$ cat config.mk
export PLATFORM = sky130hd
export DESIGN_NAME = mtimer_cmp_bank_flat
export DESIGN_NICKNAME = d
export VERILOG_FILES = /design/src/rtl/mtimer_cmp_bank_if.sv /design/src/rtl/mtimer_cmp_bank.sv /design/src/flat_wrapper.sv
export SDC_FILE = /design/constraint.sdc
export NUM_CORES = 1
export LEC_CHECK = 0
export CORE_MARGIN = 4
export CORE_UTILIZATION = 40
export CTS_BUF_LIST = sky130_fd_sc_hd__clkbuf_4 sky130_fd_sc_hd__clkbuf_8
export CTS_CLUSTER_DIAMETER = 50
export CTS_CLUSTER_SIZE = 16
export DETAILED_ROUTE_END_ITERATION = 16
export DONT_BUFFER_PORTS = 1
export GPL_TIMING_DRIVEN = 0
export PLACE_DENSITY_LB_ADDON = 0.12
export SLEW_MARGIN = 20
export SYNTH_ARGS = -nofsm -noshare
export SYNTH_HDL_FRONTEND = slang
export SYNTH_SLANG_ARGS = --single-unit
$ cat constraint.sdc
create_clock -name clk -period 8.8 [get_ports clk]
set_input_delay 2.64 -clock clk [delete_from_list [all_inputs] [get_ports clk]]
set_output_delay 2.64 -clock clk [all_outputs]
set_load 0.01 [all_outputs]
$ cat src/rtl/mtimer_cmp_bank_if.sv
// Bus bundle for the machine-timer compare bank: 32-bit word-addressed
// register port plus the per-channel level interrupts.
interface mtimer_cmp_bank_if #(
  parameter int unsigned NCMP = 2
);
  logic            wr_en;
  logic            rd_en;
  logic [7:0]      addr;
  logic [31:0]     wdata;
  logic [31:0]     rdata;
  logic            rvalid;
  logic [NCMP-1:0] irq;

  // Bus master (core side): issues accesses, consumes read data and interrupts.
  modport master (
    output wr_en,
    output rd_en,
    output addr,
    output wdata,
    input  rdata,
    input  rvalid,
    input  irq
  );

  // Timer block side.
  modport slave (
    input  wr_en,
    input  rd_en,
    input  addr,
    input  wdata,
    output rdata,
    output rvalid,
    output irq
  );
endinterface

$ cat src/rtl/mtimer_cmp_bank.sv
// Machine timer with prescaler and NCMP compare channels.
// Word map: 0/1 mtime lo/hi, 2 CTRL {DIV at [8+:PRESC_W], EN at [0]},
// 3 IRQ_STAT (read-only), 4+2k/5+2k compare k lo/hi. Other words read 0.
// A compare lo write disarms the channel until its hi write, so a two-step
// 64-bit update cannot glitch the interrupt.
module mtimer_cmp_bank #(
  parameter int unsigned TIMER_W = 64,
  parameter int unsigned NCMP    = 2,
  parameter int unsigned PRESC_W = 8
) (
  input logic              clk,
  input logic              rst,
  mtimer_cmp_bank_if.slave bus
);

  localparam int unsigned HiW = TIMER_W - 32;

  // State
  logic [TIMER_W-1:0] r_mtime;
  logic [PRESC_W-1:0] r_presc;
  logic               r_en;
  logic [PRESC_W-1:0] r_div;
  logic [TIMER_W-1:0] r_cmp [NCMP];
  logic [NCMP-1:0]    r_arm;
  logic [NCMP-1:0]    r_irq;
  logic [31:0]        r_rdata;
  logic               r_rvalid;

  // Next-state / decode
  logic               w_wr_mtime_lo;
  logic               w_wr_mtime_hi;
  logic               w_wr_ctrl;
  logic [NCMP-1:0]    w_wr_cmp_lo;
  logic [NCMP-1:0]    w_wr_cmp_hi;
  logic               w_tick;
  logic [PRESC_W-1:0] w_presc_d;
  logic [TIMER_W-1:0] w_mtime_inc;
  logic [TIMER_W-1:0] w_mtime_d;
  logic [TIMER_W-1:0] w_cmp_d [NCMP];
  logic [NCMP-1:0]    w_arm_d;
  logic [NCMP-1:0]    w_irq_d;
  logic [31:0]        w_ctrl_word;
  logic [31:0]        w_rd_word;

  // Write address decode
  always_comb begin
    w_wr_mtime_lo = bus.wr_en && (bus.addr == 8'd0);
    w_wr_mtime_hi = bus.wr_en && (bus.addr == 8'd1);
    w_wr_ctrl     = bus.wr_en && (bus.addr == 8'd2);
    for (int k = 0; k < NCMP; k++) begin
      w_wr_cmp_lo[k] = bus.wr_en && (bus.addr == 8'(4 + 2 * k));
      w_wr_cmp_hi[k] = bus.wr_en && (bus.addr == 8'(5 + 2 * k));
    end
  end

  assign w_tick = r_en && (r_presc == r_div);

  // Prescaler: any mtime or CTRL write restarts the divide period
  always_comb begin
    w_presc_d = r_presc;
    if (w_wr_mtime_lo || w_wr_mtime_hi || w_wr_ctrl) begin
      w_presc_d = '0;
    end else if (r_en) begin
      w_presc_d = w_tick ? '0 : r_presc + PRESC_W'(1);
    end
  end

  // mtime: a half-word write wins over the tick, so no carry leaks across halves
  always_comb begin
    w_mtime_inc = r_mtime + TIMER_W'(1);
    w_mtime_d   = r_mtime;
    if (w_wr_mtime_lo) begin
      w_mtime_d[31:0] = bus.wdata;
    end else if (w_wr_mtime_hi) begin
      w_mtime_d[TIMER_W-1:32] = bus.wdata[HiW-1:0];
    end else if (w_tick) begin
      w_mtime_d = w_mtime_inc;
    end
  end

  // Compare registers, arm flags and interrupt levels (from pre-update values)
  always_comb begin
    for (int k = 0; k < NCMP; k++) begin
      w_cmp_d[k] = r_cmp[k];
      w_arm_d[k] = r_arm[k];
      if (w_wr_cmp_lo[k]) begin
        w_cmp_d[k][31:0] = bus.wdata;
        w_arm_d[k]       = 1'b0;
      end
      if (w_wr_cmp_hi[k]) begin
        w_cmp_d[k][TIMER_W-1:32] = bus.wdata[HiW-1:0];
        w_arm_d[k]               = 1'b1;
      end
      w_irq_d[k] = r_arm[k] && (r_mtime >= r_cmp[k]);
    end
  end

  // Read data mux over current register values
  always_comb begin
    w_ctrl_word                = '0;
    w_ctrl_word[0]             = r_en;
    w_ctrl_word[8 +: PRESC_W]  = r_div;
    w_rd_word                  = '0;
    case (bus.addr)
      8'd0:    w_rd_word = r_mtime[31:0];
      8'd1:    w_rd_word[HiW-1:0] = r_mtime[TIMER_W-1:32];
      8'd2:    w_rd_word = w_ctrl_word;
      8'd3:    w_rd_word[NCMP-1:0] = r_irq;
      default: ;
    endcase
    for (int k = 0; k < NCMP; k++) begin
      if (bus.addr == 8'(4 + 2 * k)) begin
        w_rd_word = r_cmp[k][31:0];
      end
      if (bus.addr == 8'(5 + 2 * k)) begin
        w_rd_word          = '0;
        w_rd_word[HiW-1:0] = r_cmp[k][TIMER_W-1:32];
      end
    end
  end

  // Timer and prescaler state
  always_ff @(posedge clk or posedge rst) begin
    if (rst) begin
      r_mtime <= '0;
      r_presc <= '0;
    end else begin
      r_mtime <= w_mtime_d;
      r_presc <= w_presc_d;
    end
  end

  // Control register; EN comes out of reset set so the timer runs by default
  always_ff @(posedge clk or posedge rst) begin
    if (rst) begin
      r_en  <= 1'b1;
      r_div <= '0;
    end else if (w_wr_ctrl) begin
      r_en  <= bus.wdata[0];
      r_div <= bus.wdata[8 +: PRESC_W];
    end
  end

  // Compare channels; all-ones reset keeps interrupts quiet until programmed
  always_ff @(posedge clk or posedge rst) begin
    if (rst) begin
      for (int k = 0; k < NCMP; k++) begin
        r_cmp[k] <= '1;
      end
      r_arm <= '1;
      r_irq <= '0;
    end else begin
      for (int k = 0; k < NCMP; k++) begin
        r_cmp[k] <= w_cmp_d[k];
      end
      r_arm <= w_arm_d;
      r_irq <= w_irq_d;
    end
  end

  // Registered read port; rdata holds between reads
  always_ff @(posedge clk or posedge rst) begin
    if (rst) begin
      r_rdata  <= '0;
      r_rvalid <= 1'b0;
    end else begin
      r_rvalid <= bus.rd_en;
      if (bus.rd_en) begin
        r_rdata <= w_rd_word;
      end
    end
  end

  assign bus.rdata  = r_rdata;
  assign bus.rvalid = r_rvalid;
  assign bus.irq    = r_irq;

endmodule

$ cat src/flat_wrapper.sv
// flat-port wrapper written by rule: the top's interface ports become plain ports
module mtimer_cmp_bank_flat 
#(
  parameter int unsigned TIMER_W = 64,
  parameter int unsigned NCMP    = 2,
  parameter int unsigned PRESC_W = 8
)
  (clk, rst, bus_wr_en, bus_rd_en, bus_addr, bus_wdata, bus_rdata, bus_rvalid, bus_irq);
  mtimer_cmp_bank_if #(.NCMP(NCMP)) bus_i ();
  input logic clk;
  input logic rst;
  input wire logic [$bits(bus_i.wr_en)-1:0] bus_wr_en;
  input wire logic [$bits(bus_i.rd_en)-1:0] bus_rd_en;
  input wire logic [$bits(bus_i.addr)-1:0] bus_addr;
  input wire logic [$bits(bus_i.wdata)-1:0] bus_wdata;
  output wire logic [$bits(bus_i.rdata)-1:0] bus_rdata;
  output wire logic [$bits(bus_i.rvalid)-1:0] bus_rvalid;
  output wire logic [$bits(bus_i.irq)-1:0] bus_irq;
  assign bus_i.wr_en = bus_wr_en;
  assign bus_i.rd_en = bus_rd_en;
  assign bus_i.addr = bus_addr;
  assign bus_i.wdata = bus_wdata;
  assign bus_rdata = bus_i.rdata;
  assign bus_rvalid = bus_i.rvalid;
  assign bus_irq = bus_i.irq;
  mtimer_cmp_bank #(.TIMER_W(TIMER_W), .NCMP(NCMP), .PRESC_W(PRESC_W)) u_core (.clk(clk), .rst(rst), .bus(bus_i));
endmodule
# Word level (Yosys, flattened, before mapping)
# Cells that the tools add are included.
# totals
latchBits	0
ff_bits	246
input_bits	44
mem_count	0
output_inout_bits	35
mem_bits_ro	0
mem_bits_rw	0
wordCells	65
# classes
bitwise	1
mux	17
mul	0
div_mod_pow	0
shift	0
order_cmp	2
eq_ne	9
n_addsub	2
reduce_logical	20
# ops
op	n
$mux W32	7
$ge A64 B64 Y1	2
$pmux W30 S3	1
$add A64 B1 Y64 const B	1
$mux W64	1
$eq A8 B3 Y1 const B	4
$mux W8	3
$eq A8 B2 Y1 const B	2
$logic_and A1 B1 Y1	10
$reduce_bool A2 Y1	5
$add A8 B1 Y8 const B	1
$eq A8 B1 Y1 const B	1
$eq A8 B8 Y1	1
$logic_not A8 Y1	1
$pmux W2 S4	1
$mux W1	4
$reduce_and A2 Y1	2
$logic_or A1 B1 Y1	2
$ne A2 B1 Y1 const B	1
$not A1 Y1	1

# Longest topological paths before layout
# Gate-level depths: netlist of the first run.
# depth
ltp_word	6
depth_mapped	11
depth_no_buf	9

# Worst setup path before layout of the first run
# OpenSTA, ideal clock, no wires.
# synth_timing
path_type	input -> register
start	in bus_addr[3]
end	reg u_core.r_mtime[61]
path_buffers	2
cell_stages	8
setup_ns	0.069
required_ns	8.731
path_slack_ns	4.180
arrival_time_ns	4.551
cell_sequence	or4_1 > clkbuf_1 > nor3_4 > and3_1 > buf_2 > o21ai_2 > or4_1 > nand3_1
# synth_between
elab_chain_len	4
word_cells_on_any_way	8
# synth_lines
item	line	source
start: declaration	flat_wrapper.sv:14	input wire logic [$bits(bus_i.addr)-1:0] bus_addr;
$eq A8 B1 Y1 / $logic_not A8 Y1 (equally long branches)	mtimer_cmp_bank.sv:48, mtimer_cmp_bank.sv:47	
$logic_and A1 B1 Y1 (on tied branches)	mtimer_cmp_bank.sv:48, mtimer_cmp_bank.sv:47	
$reduce_bool A2 Y1 (no line) / $not A1 Y1 (equally long branches)	--	
$reduce_and A2 Y1 (no line)	--	
end signal: assignment	mtimer_cmp_bank.sv:128	r_mtime <= w_mtime_d;
end: declaration	mtimer_cmp_bank.sv:19	logic [TIMER_W-1:0] r_mtime;
# Parallel ways exist; a longest one is shown, timed or not.
# A chain may end at the register's enable or synchronous reset.

# Worst setup path in the final report of the first run
# layout_timing
start	in bus_addr[3]
end	reg u_core.r_rdata[0] (netlist: u_core.bus.rdata[0])
# layout_between
elab_chain_len	6
word_cells_on_any_way	13
# layout_lines
item	line	source
$eq A8 B2 Y1, or another cell as far along	mtimer_cmp_bank.sv:104	case (bus.addr)
$pmux W2 S4	mtimer_cmp_bank.sv:104	
$mux W32	mtimer_cmp_bank.sv:112	if (bus.addr == 8'(4 + 2 * k)) begin
$mux W32	mtimer_cmp_bank.sv:115	if (bus.addr == 8'(5 + 2 * k)) begin
$mux W32	mtimer_cmp_bank.sv:112	
$mux W32 (*)	mtimer_cmp_bank.sv:115	
end signal: assignment	mtimer_cmp_bank.sv:169	r_rdata <= w_rd_word;
end: declaration	mtimer_cmp_bank.sv:26	logic [31:0] r_rdata;
# Every way passes the cells marked *; elsewhere a longest branch is shown, timed or not.

==> results of run 1 <==
-- final cells by class --
cell class              count  area, um^2
clock buffers              44         593
repair buffers              8         160
clock inverters            30         340
inverters                 138         522
multi-input cells        1216        8360
plain buffers              94         389
flip-flops and latches    246        6320
well taps                 518         648
fillers                  3854       21200
-- worst min path at each step --
stage / endpoint / slack [ns] / cells after the start
floorplan: u_core.r_arm[1] / 0.44 / 2
global placement: u_core.r_arm[1] / 0.47 / 2
detailed placement: u_core.r_arm[1] / 0.48 / 2
CTS: u_core.r_arm[1] / 0.49 / 2
global route: u_core.r_arm[1] / 0.51 / 2
finish: u_core.r_cmp[11] / 0.49 / 2
-- layout by cell type (no fill, tap or decap), types with 49 or more instances in the layout --
cell type / Yosys / final
dfstp_2: 131 / 131
inv_1: 137 / 136
a22oi_1: 79 / 79
ha_1: 130 / 130
nand3_1: 53 / 53
clkbuf_1: 49 / 49
dfrtp_1: 115 / 115
mux2_2: 73 / 73
nor2_1: 112 / 112
a21oi_1: 98 / 98
nand2_1: 177 / 177
o21ai_0: 156 / 156
-- per-stage QoR --
step | cells | setup WS, ns | area, um^2 | hold WS, ns | utilization
after floorplan | 1694 | 3.04 | 15600 | 0.444 | -
after global placement | 2212 | 1.27 | 16200 | 0.475 | 0.421
after detailed placement | 2220 | 3.07 | 16400 | 0.481 | 0.425
after CTS | 2294 | 3.73 | 17300 | 0.492 | 0.449
after global routing | 2294 | 3.50 | 17300 | 0.511 | 0.450
final | 2294 | 3.57 | 17300 | 0.494 | 0.450
-- cell families after synthesis --
| kind of cell | synth area share |
|---|---|
| multiplexers | 0.0742 |
| flip-flops | 0.406 |
| AND/OR/NAND/NOR | 0.145 |
| adder cells (fa/ha/maj) | 0.104 |
| XOR/XNOR | 0.0219 |
| buffers and inverters | 0.0582 |
| AO/OA/AOI/OAI | 0.191 |
-- metal layers --
metal / global-route usage / vias to the layer above
met5: 0 / -
met4: 0.118 / 2
met3: 0.0594 / 115
met2: 0.427 / 511
met1: 0.362 / 6782
li1: - / 6208
-- registers in the layout (all words and copies together) (netlist names) --
| signal | count |
|---|---|
| u_core.bus.rvalid | 1 |
| u_core.r_mtime | 64 |
| u_core.r_arm | 2 |
| u_core.r_div | 8 |
| u_core.r_presc | 8 |
| u_core.bus.irq | 2 |
| u_core.r_cmp | 128 |
| u_core.r_en | 1 |
| u_core.bus.rdata | 32 |
-- critical path, cell delays in order --
cell and delay [ns]:
or4_1 0.50, clkbuf_1 0.19, nor3b_2 0.57, clkbuf_1 0.63
buf_2 0.44, a21oi_1 0.12, a21oi_1 0.47, a21oi_1 0.14
-- report_power, final --
group          total (uW)  switching, uW  leakage [uW]  internal (uW)
clock network        1200            598      0.000458            607
registers            1320           82.5       0.00283           1230
logic                 344            206       0.00413            138
total                2860            886       0.00741           1980
==> flow_summary.ini, run 1 <==
[sta]
relSlewSlack = 0.321
skew_ns = 0.0282
finalSetupTns_ns = 0
timing_hold_violations_final = 0
setup_viol = 0
rsz0062_at_grt = no
timing.final.max_slew_violations = 0
tightest_slew_ns = 1.01
max_freq_ghz = 0.191
period_needed_ns = 5.23
fin_crit_sh = 0.594

[clocking]
clk_latency_ns = 0.62
tritoncts = yes
cts_buffers = 40
post_cts_buffers = 0
cts_max_level = 2
clock-root-buffer = clkbuf_8
clkTransAtPathRegs_ns = 0.08
ctsResizeCount = 0
clock_sinks = 246
clock_path_buffers = 3
cts_hold_buf = 0

[grt]
grt_pass1_wl_um = 86300
grt_pass1_vias = 13646
track_usage = 0.272
grt.overflow.total = 0
antenna_found_initial = 1
grt_max_degree = 33

[pwr]
finalPower_uw = 2860
pwr_density_cell_nw_per_um2 = 165
vdd_ir_drop_max_uv = 108
p_leak_uw = 0.00741

[drt]
wl_per_cell_um = 25.1
vias_per_cell = 5.94
drtIter0Drc = 1157
drc = 0
wl_met1_um = 24800
met3_length_um = 4320
drt_wl_total_um = 57500
vias = 13618
wl_met2_um = 25800
top_layer_used = met5
ant_nets = 0
dr.pass1.iters = 5

[run]
maxCapViolations = 0

[final_layout]
final_nets = 1918
areaGrowthSynthToFinish_pct = 11.3
num_antenna_cells = 0
layout-drive-gt1-share = 0.191

[logic_synthesis]
ys_seq_area_frac = 0.406
syn_nets = 1868
synth-async-reset-ratio = 1.00
synth_cells = 1694
yosys-top-cells-area = dfstp_2 (22%), dfrtp_1 (18%), ha_1 (10%)
yosysTopAreaCell = dfstp_2
ys_ff_latch = 246
synth_area_per_cell_um2 = 9.20
synth_area_um2 = 15600
ys_warn_count = 0
synthTopCellsByCount = nand2_1 (177), o21ai_0 (156), inv_1 (137)
yosysMostFrequentCell = nand2_1
synth_enable_flop_cells = 0
yosys_most_used_dff = dfstp_2
synth_cell_types = 66
synth_top_area_share = 0.221

[worst_setup_path]
worst-r2r-setup-slack_ns = 5.18
reg2reg_from = u_core.r_en
setup.worst_path.start = bus_addr[3]
crit_end = u_core.bus.rdata[0]
start_kind = input port
criticalPathCategory = in2reg
arrival_ns = 5.71
r2r_cells = 7
critPathMaxFanout = 10
critPathRequiredTime_ns = 9.28
critical_path.endpoint_type = flip-flop
timing.rr.end = u_core.r_mtime[24]

[placed_design]
dp_hpwl_um = 42900
portBuffers = 0
gp_congestion = 0.932

[floorplan]
die_area_um2 = 42200
coreArea_um2 = 38600
die-height_um = 205
die_x_um = 205
num_rows = 72
io_pins = 79
start_util = 0.404

[min_path]
hold_start = u_core.r_cmp[11]
hold_path_class = reg2reg

[status]
run_status = complete, no violations
Note: power is estimated with default switching activity, not from simulation.
==> inputs of run 2 (changes only) <==
clock period = 4.75 ns   (was 8.8 ns; I/O delays follow)
==> results of run 2 <==
The final DEF is identical to that of run 1. Status: complete, no violations.
Main changes from that run: setup slack after placement 3.07 ns -> 0.231 ns; setup slack after layout 3.57 ns -> 0.736 ns; register-to-register setup slack 5.18 ns -> 1.13 ns; total power 2860 uW -> 5310 uW; worst IR drop on VDD 108 uV -> 200 uV
==> inputs of run 3 (changes only) <==
clock period = 3.7 ns   (was 4.75 ns; I/O delays follow)
==> run 3 against run 2 <==
Net effect:
- total power rose by 28%
- cell area barely moved
- combinational power rose by 29%
- critical endpoint unchanged
==> flow_summary.ini, run 3 (synthesized netlist as in run 1, its figures left out) <==
[clocking]
clock-root-buffer = clkbuf_8
tritoncts = yes
post_cts_buffers = 0
cts_buffers = 40
clock_sinks = 246
clkTransAtPathRegs_ns = 0.08
clk_latency_ns = 0.62
clock_path_buffers = 3
cts_max_level = 2

[worst_setup_path]
critical_path.endpoint_type = flip-flop
criticalPathCategory = in2reg
crit_buf_inv = 3
path_cells = clkbuf_1 > clkbuf_1 > buf_1 > mux2i_1 > o22ai_1 > a21oi_1 > a21oi_1
critical-path-top-delay-family = buffers and inverters
critPathRequiredTime_ns = 4.18
cp_slowest_stage_delay_ns = 0.78
worst-r2r-setup-slack_ns = 0.21
critPathMaxFanout = 10
critical-path-slowest-cell = clkbuf_1
start_kind = input port
arrival_ns = 4.12

[sta]
fin_ws_ns = 0.0518
tightest_slew_ns = 0.998
setup_viol = 0
timing.final.max_slew_violations = 0
timing_hold_violations_final = 0
max_freq_ghz = 0.274
period_needed_ns = 3.65
skew_ns = 0.0298
fin_crit_sh = 0.986
relSlewSlack = 0.335
rsz0062_at_grt = no

[final_layout]
multi_input_area_um2 = 8370
areaGrowthSynthToFinish_pct = 11.3
layout_common_cells = nand2_1 (177), o21ai_0 (155), inv_1 (136), dfstp_2 (131), ha_1 (130)
nFillCells = 3851
register_area_um2 = 6320
utilization = 0.450
largest_reg_flops = 128
layout_commonest_cell = nand2_1
layout-drive-gt1-share = 0.193
final_nets = 1918
regMostFlops = u_core.r_cmp
num_antenna_cells = 0

[floorplan]
die-height_um = 205
die_x_um = 205
io_pins = 79
start_util = 0.404
die_area_um2 = 42200
num_rows = 72
coreArea_um2 = 38600

[drt]
drtIter0Drc = 1279
drc = 0
vias_per_cell = 5.93
vias = 13608
wl_per_cell_um = 25.1
ant_nets = 0
drt_wl_total_um = 57500
dr.pass1.iters = 5

[placed_design]
gp_congestion = 0.932
dp_hpwl_um = 42900
place_ws_ns = -0.504
portBuffers = 0

[run]
maxCapViolations = 0

[grt]
track_usage = 0.272
grt_pass1_vias = 13646
grt.overflow.total = 0
antenna_found_initial = 1
grt_max_degree = 33
grt_pass1_wl_um = 86300

[pwr]
vdd_ir_drop_max_uv = 259
pwr_density_cell_nw_per_um2 = 393
p_leak_uw = 0.00741

[status]
run_status = complete, no violations

[min_path]
hold_path_class = in2async
## run 3: area by class of cell
type / count / share of cell area
buffer: 94 / 0.0225
clock buffer: 44 / 0.0342
clock inverter: 30 / 0.0196
inverter: 138 / 0.0301
multi-input combinational: 1216 / 0.483
sequential: 246 / 0.364
tap: 518 / 0.0374
timing repair buffer: 8 / 0.00923
## run 3: stage by stage
| step | power (uW) | instances | hold slack, ns | setup TNS (ns) | cell area [um^2] |
|---|---|---|---|---|---|
| after global placement | 3940 | 2212 | 0.475 | -395.62 | 16200 |
| after global routing | 7110 | 2294 | 0.452 | 0 | 17300 |
| after detailed placement | 3980 | 2220 | 0.481 | -12.60 | 16400 |
| final | 6820 | 2294 | 0.429 | 0 | 17300 |
| after floorplan | 3670 | 1694 | 0.444 | -61.50 | 15600 |
| after CTS | 6870 | 2294 | 0.407 | 0 | 17300 |
## run 3: report_power, final
group / total [uW] / internal [uW] / switching, uW / leakage (uW)
combinational: 820 / 329 / 492 / 0.00413
sequential: 3130 / 2930 / 196 / 0.00283
clock: 2870 / 1440 / 1420 / 0.000458
## run 3: path summary, 6_finish.rpt
check,depth (start not counted),to,from
hold reg to reg,2,u_core.r_cmp[11],u_core.r_cmp[11]
min in group clk,2,u_core.r_cmp[11],u_core.r_cmp[11]
hold / removal,1,u_core.r_div[7],rst
setup / recovery,7,u_core.bus.rdata[0],bus_addr[1]
setup reg to reg,8,u_core.r_mtime[63],u_core.r_mtime[4]
max in group asynchronous,4,u_core.r_cmp[94],rst
## run 3: layer usage
metal  part of all wire  GRT usage  up-vias
li1                   -          -     6202
met1               0.43      0.362     6794
met2               0.45      0.427      500
met3              0.072     0.0594      110
met4              0.042      0.118        2
met5            0.00019          0        -
## run 3: timing repair
item / 4_1_cts / 5_1_grt
gates resized for setup: 0 / 5
endpoints found under the hold margin: 0 / 0
hold buffers: 0 / 0
setup endpoints to repair: 0 / 4
## run 3: worst reg2reg max path, delay by kind of cell (launching register included)
kind            cells  cell delay, ns
simple gates        5            2.23
buf+inv             1            0.23
flops               1            0.41
compound gates      2            0.52
